`config.mk`:
```
export PLATFORM = sky130hd
export DESIGN_NAME = plru_array
export DESIGN_NICKNAME = d
export VERILOG_FILES = /design/src/rtl/plru_array.sv
export SDC_FILE = /design/constraint.sdc
export NUM_CORES = 1
export LEC_CHECK = 0
export ABC_CLOCK_PERIOD_IN_PS = 2650
export CORE_MARGIN = 5
export CORE_UTILIZATION = 64
export CTS_CLUSTER_SIZE = 40
export DETAILED_ROUTE_END_ITERATION = 16
export DONT_BUFFER_PORTS = 1
export PLACE_DENSITY_LB_ADDON = 0.12
export REMOVE_ABC_BUFFERS = 1
export SLEW_MARGIN = 25
export SYNTH_ARGS = -nofsm -noshare
export SYNTH_HDL_FRONTEND = slang
export SYNTH_SLANG_ARGS = --single-unit
```
`constraint.sdc`:
```
create_clock -name clk0 -period 2.65 [get_ports clk0]
set_clock_uncertainty 0.15 [all_clocks]
set_input_delay 0.265 -clock clk0 [delete_from_list [all_inputs] [get_ports clk0]]
set_output_delay 0.265 -clock clk0 [all_outputs]
set_load 0.03 [all_outputs]
```
`src/rtl/plru_array.sv`:
```
// plru_array: per-set tree pseudo-LRU state with one lookup port, one touch
// port and a background flush sweep.
//
// Ports
//   clk0, rst0_n        clock, async active-low reset
//   csb0, addr0         lookup select (active-low) and set index
//   dout0, victim0      tree bits / replacement way of the held lookup set
//   csb1, web1          touch select and write enable (both active-low)
//   addr1, way1         set and way to mark most-recently-used
//   flush_req           one-cycle request to clear every set
//   flush_busy          high for the NUM_SETS cycles of the sweep
//
// Tree: node 0 is the root, node i has children 2i+1 (lower ways) and 2i+2.
// A node bit points toward the LRU side (0 = left, 1 = right).
module plru_array #(
  parameter int S_INDEX  = 4,
  parameter int NUM_WAYS = 4,
  localparam int NUM_SETS = 2**S_INDEX,
  localparam int WIDTH    = NUM_WAYS-1,
  localparam int WAYW     = $clog2(NUM_WAYS)
) (
  input  logic               clk0,
  input  logic               rst0_n,
  input  logic               csb0,
  input  logic [S_INDEX-1:0] addr0,
  output logic [WIDTH-1:0]   dout0,
  output logic [WAYW-1:0]    victim0,
  input  logic               csb1,
  input  logic               web1,
  input  logic [S_INDEX-1:0] addr1,
  input  logic [WAYW-1:0]    way1,
  input  logic               flush_req,
  output logic               flush_busy
);

  typedef enum logic {IDLE, FLUSH} state_t;

  state_t             state_q, state_d;
  logic [S_INDEX-1:0] cnt_q;
  logic [S_INDEX-1:0] addr0_q;
  logic               t_vld_q;
  logic [S_INDEX-1:0] t_addr_q;
  logic [WAYW-1:0]    t_way_q;
  logic [WIDTH-1:0]   mem [NUM_SETS];

  logic               idle_go;   // idle and not about to start a sweep
  logic               commit;
  logic [WIDTH-1:0]   touch_nxt;
  logic [WIDTH-1:0]   rd0;

  // Walk root-to-leaf along way's bits (MSB first), pointing each node away.
  function automatic logic [WIDTH-1:0] touch_fn(input logic [WIDTH-1:0] cur,
                                                 input logic [WAYW-1:0]  way);
    logic [WIDTH-1:0] nxt;
    int node;
    nxt  = cur;
    node = 0;
    for (int l = 0; l < WAYW; l++) begin
      nxt[node] = ~way[WAYW-1-l];
      node      = 2*node + 1 + int'(way[WAYW-1-l]);
    end
    return nxt;
  endfunction

  function automatic logic [WAYW-1:0] victim_fn(input logic [WIDTH-1:0] bits);
    int node;
    node = 0;
    for (int l = 0; l < WAYW; l++)
      node = 2*node + 1 + int'(bits[node]);
    return WAYW'(node - WIDTH);
  endfunction

  // A flush request wins over the touch pending on the same edge.
  assign idle_go   = (state_q == IDLE) && !flush_req;
  assign commit    = t_vld_q && idle_go;
  assign touch_nxt = touch_fn(mem[t_addr_q], t_way_q);

  // Forward the not-yet-written touch so the lookup never sees stale bits.
  always_comb begin
    rd0 = mem[addr0_q];
    if (commit && (t_addr_q == addr0_q)) rd0 = touch_nxt;
  end

  assign dout0      = rd0;
  assign victim0    = victim_fn(rd0);
  assign flush_busy = (state_q == FLUSH);

  always_comb begin
    state_d = state_q;
    case (state_q)
      IDLE:    if (flush_req) state_d = FLUSH;
      FLUSH:   if (cnt_q == S_INDEX'(NUM_SETS-1)) state_d = IDLE;
      default: state_d = IDLE;
    endcase
  end

  always_ff @(posedge clk0 or negedge rst0_n) begin
    if (!rst0_n) begin
      state_q <= IDLE;
      cnt_q   <= '0;
    end else begin
      state_q <= state_d;
      // Counter wraps back to 0 on the last sweep cycle.
      if (state_q == FLUSH) cnt_q <= cnt_q + S_INDEX'(1);
    end
  end

  always_ff @(posedge clk0 or negedge rst0_n) begin
    if (!rst0_n) begin
      addr0_q  <= '0;
      t_vld_q  <= 1'b0;
      t_addr_q <= '0;
      t_way_q  <= '0;
    end else begin
      if (!csb0 && state_q == IDLE) addr0_q <= addr0;
      t_vld_q <= idle_go && !csb1 && !web1;
      if (idle_go && !csb1 && !web1) begin
        t_addr_q <= addr1;
        t_way_q  <= way1;
      end
    end
  end

  always_ff @(posedge clk0 or negedge rst0_n) begin
    if (!rst0_n) begin
      for (int i = 0; i < NUM_SETS; i++) mem[i] <= '0;
    end else if (state_q == FLUSH) begin
      mem[cnt_q] <= '0;
    end else if (commit) begin
      mem[t_addr_q] <= touch_nxt;
    end
  end

endmodule

```
==> impl_metrics.tcl <==
set metrics [dict create \
    ys_seq_area_share_pct 42.3 \
    cts_buffers 9 \
    rr_worst_depth 6 \
    fin_nets 399 \
    pwr-share-seq_pct 35.2 \
    layout.cells.non_filler 459 \
    fp.dieH_um 86.9 \
    synth_top_family_by_area "multiplexers" \
    ant_nets 0 \
    dieArea_sq_um 7550 \
    syn_avg_cell_area_sq_um 10.8 \
    synthToLayoutAreaGrowth_pct 15.9 \
    synthXorXnorAreaFrac_pct 1.62 \
    worst_ir_drop_vdd_uv 809 \
    synth_edf_count 0 \
    ys_async_sr_fraction_pct 100 \
    violations "setup timing" \
    routed_via_density 6.88 \
    num_rows 28 \
    grt_remaining_overflow 0 \
    leakage_nw 1.78 \
    synth-seq-cells 64 \
    tightest_slew_ns 0.538 \
    slew_headroom_pct 64.2 \
    ys_top_cells_by_count "dfrtp_1 (64), o21ai_0 (42), nand2_1 (28)" \
    start_util_pct 65.0 \
    post-route-min-period_ns 2.92 \
    ys_types 43 \
    drt-pass1-iter-count 5 \
    hold_viol_final 0 \
    synth.area.top_cells "dfrtp_1 (42%), mux4_2 (8.3%), mux2i_1 (6.1%)" \
    setup_ws_ns -0.269 \
    synth-compound-area-share_pct 14.9 \
    drv_cap 0 \
    yosysWarningCount 0 \
    ioPinCount 22 \
    yosysMostFrequentCell "dfrtp_1" \
    synthFlopType "dfrtp_1" \
    synth_adder_area_share_pct 1.32 \
    whs_ns 0.0440 \
    power_frac_comb_pct 43.4 \
    status "complete, but fails checks" \
    clockBufferDepth 2 \
    critical_path_class "flop to output pin" \
    antenna_found_initial 0 \
    drt-initial-drc-count 342 \
    insertion_delay_ns 0.35 \
    gp_congestion 0.934 \
    fillerInstances 378 \
    power_mw 4.33 \
    power_switching_mw 1.80 \
    crit_fanout 8 \
    cts_tree "yes" \
    synth_simple_gate_area_share_pct 13.3 \
    fin_crit_sh_pct 110 \
    syn-cell-area_sq_um 3780 \
    drcViolationCount 0 \
    layout-drive-gt1-share_pct 23.7 \
    end_kind "output pin" \
    cts_root_buf "clkbuf_8" \
    die_x_um 86.9 \
    grtUsageTotal_pct 29.6 \
    grt_pass1_vias 3169 \
    finalMaxSlewViolations 0 \
    numClockSinks 64 \
    rsz0062_at_grt "yes" \
    setup_viol 3 \
    port_buffers 0 \
    synthMuxAreaShare_pct 22.7 \
    start_kind "flop" \
    grt_pass1_wl_mm 16.7 \
    core-area_sq_um 5820 \
    power.density_nw_per_um2 989 \
    dpl.cell_count 419 \
    power.clock.fraction_pct 21.5 \
    grt_max_degree 65 \
    synth_top_area_cell "dfrtp_1" \
    routed_wl_mm 10.6 \
    required_ns 2.24 \
    wl_per_cell_um 23.1 \
    synth_top_area_share_pct 42.3 \
    antennaDiodeCount 0 \
    p_int_mw 2.53 \
    vias 3158 \
    arrival_ns 2.50 \
    holdCritPathClass "input port to flop" \
    htreeDepth 3 \
    clkTransAtPathRegs_ns 0.06 \
    swShare_pct 41.5 \
    synth_cells 349 \
    fmax_mhz 343 \
    min_path_cells 3 \
    dp_hpwl_mm 7.03 \
]
-- power by group through the flow --
stage / Sequential (mW) / Combinational (mW) / Clock (mW)
2_1_floorplan: 1.54 / 0.914 / 0
3_3_place_gp: 1.50 / 1.60 / 0
3_5_place_dp: 1.51 / 1.63 / 0
4_1_cts: 1.51 / 1.72 / 0.935
5_1_grt: 1.56 / 1.99 / 0.986
6_report: 1.52 / 1.88 / 0.930
-- state kept, by name, indices dropped and copies added (netlist names) --
| signal | count |
|---|---|
| t_way_q | 2 |
| addr0_q | 4 |
| mem | 48 |
| t_vld_q | 1 |
| t_addr_q | 4 |
| flush_busy | 1 |
| cnt_q | 4 |
-- worst paths after layout --
| kind | to | start | slack, ns |
|---|---|---|---|
| max reg2reg | mem[22] | t_addr_q[0] | 0.14 |
| max in group asynchronous | addr0_q[1] | rst0_n | 1.73 |
| min | addr0_q[3] | csb0 | 0.04 |
| min in group asynchronous | mem[41] | rst0_n | 0.32 |
| min reg2reg | mem[0] | mem[0] | 0.37 |
| max | victim0[0] | t_addr_q[0] | -0.27 |
-- worst max-delay path, stage by stage (launching register included) --
cell and delay (ns):
dfrtp_2 0.49, mux4_2 0.54, mux4_2 0.46, and2_4 0.18, a21o_1 0.15, mux2_4 0.32
-- logic make-up after synthesis --
| logic type | Yosys count |
|---|---|
| mux | 54 |
| fa+ha+maj | 4 |
| compound gates | 91 |
| xor+xnor | 7 |
| buf+inv | 32 |
| flops | 64 |
| simple gates | 97 |
-- per-layer routing --
| layer | global-route usage (%) | vias up | wire length [um] |
|---|---|---|---|
| li1 | - | 1353 | - |
| met1 | 41.1 | 1581 | 4300 |
| met2 | 45.4 | 191 | 5070 |
| met3 | 6.62 | 33 | 886 |
| met4 | 11.5 | 0 | 336 |
| met5 | 0 | - | 0 |
-- cell usage in the layout (no fill, tap or decap), types with 2 or more instances in the layout --
master	n
o21ai_2	3
nand4_1	5
nand3_1	14
o22ai_1	3
ha_1	4
bufinv_16	2
a21oi_1	7
xor2_1	3
clkbuf_8	10
nor2_1	21
mux4_2	22
inv_1	5
dlygate4sd3_1	14
clkbuf_1	3
mux2_2	8
dfrtp_2	3
dfrtp_1	61
buf_6	2
and3_1	5
nand4b_1	4
xnor2_1	4
nor2b_1	7
o21a_1	3
o21ai_0	42
nand2b_1	4
nand2_1	28
buf_4	27
o211ai_1	23
mux2i_1	23
o21ai_1	4
-- stage by stage --
step / setup slack, ns / instance area [sq um] / TNS [ns] / util [%]
after floorplan: -0.283 / 3650 / -1.02 / -
after global placement: 0.0000744 / 3930 / 0 / 67.5
after detailed placement: -0.0793 / 3930 / -0.0793 / 67.5
after CTS: -0.278 / 4310 / -0.632 / 74.0
after global routing: -0.350 / 4380 / -0.984 / 75.4
final: -0.269 / 4380 / -0.640 / 75.4
-- timing repair --
| action | 4_1_cts | 5_1_grt |
|---|---|---|
| gates cloned | 0 | 1 |
| gates resized for setup | 12 | 3 |
| endpoints found under the hold margin | 76 | 0 |
| endpoints found under the setup margin | 3 | 21 |
| buffers inserted | 2 | 9 |
| pin swaps | 2 | 1 |
| hold buffers | 15 | 0 |
-- final cells by class --
| type | count | area (sq um) | share of cell area (%) |
|---|---|---|---|
| clock buffer | 13 | 149 | 3.40 |
| clock inverter | 3 | 65.1 | 1.48 |
| inverter | 5 | 18.8 | 0.428 |
| multi-input combinational | 253 | 2010 | 45.9 |
| sequential | 64 | 1610 | 36.6 |
| tap | 75 | 93.8 | 2.14 |
| timing repair buffer | 46 | 438 | 9.99 |
(Power assumes the default switching activity.)
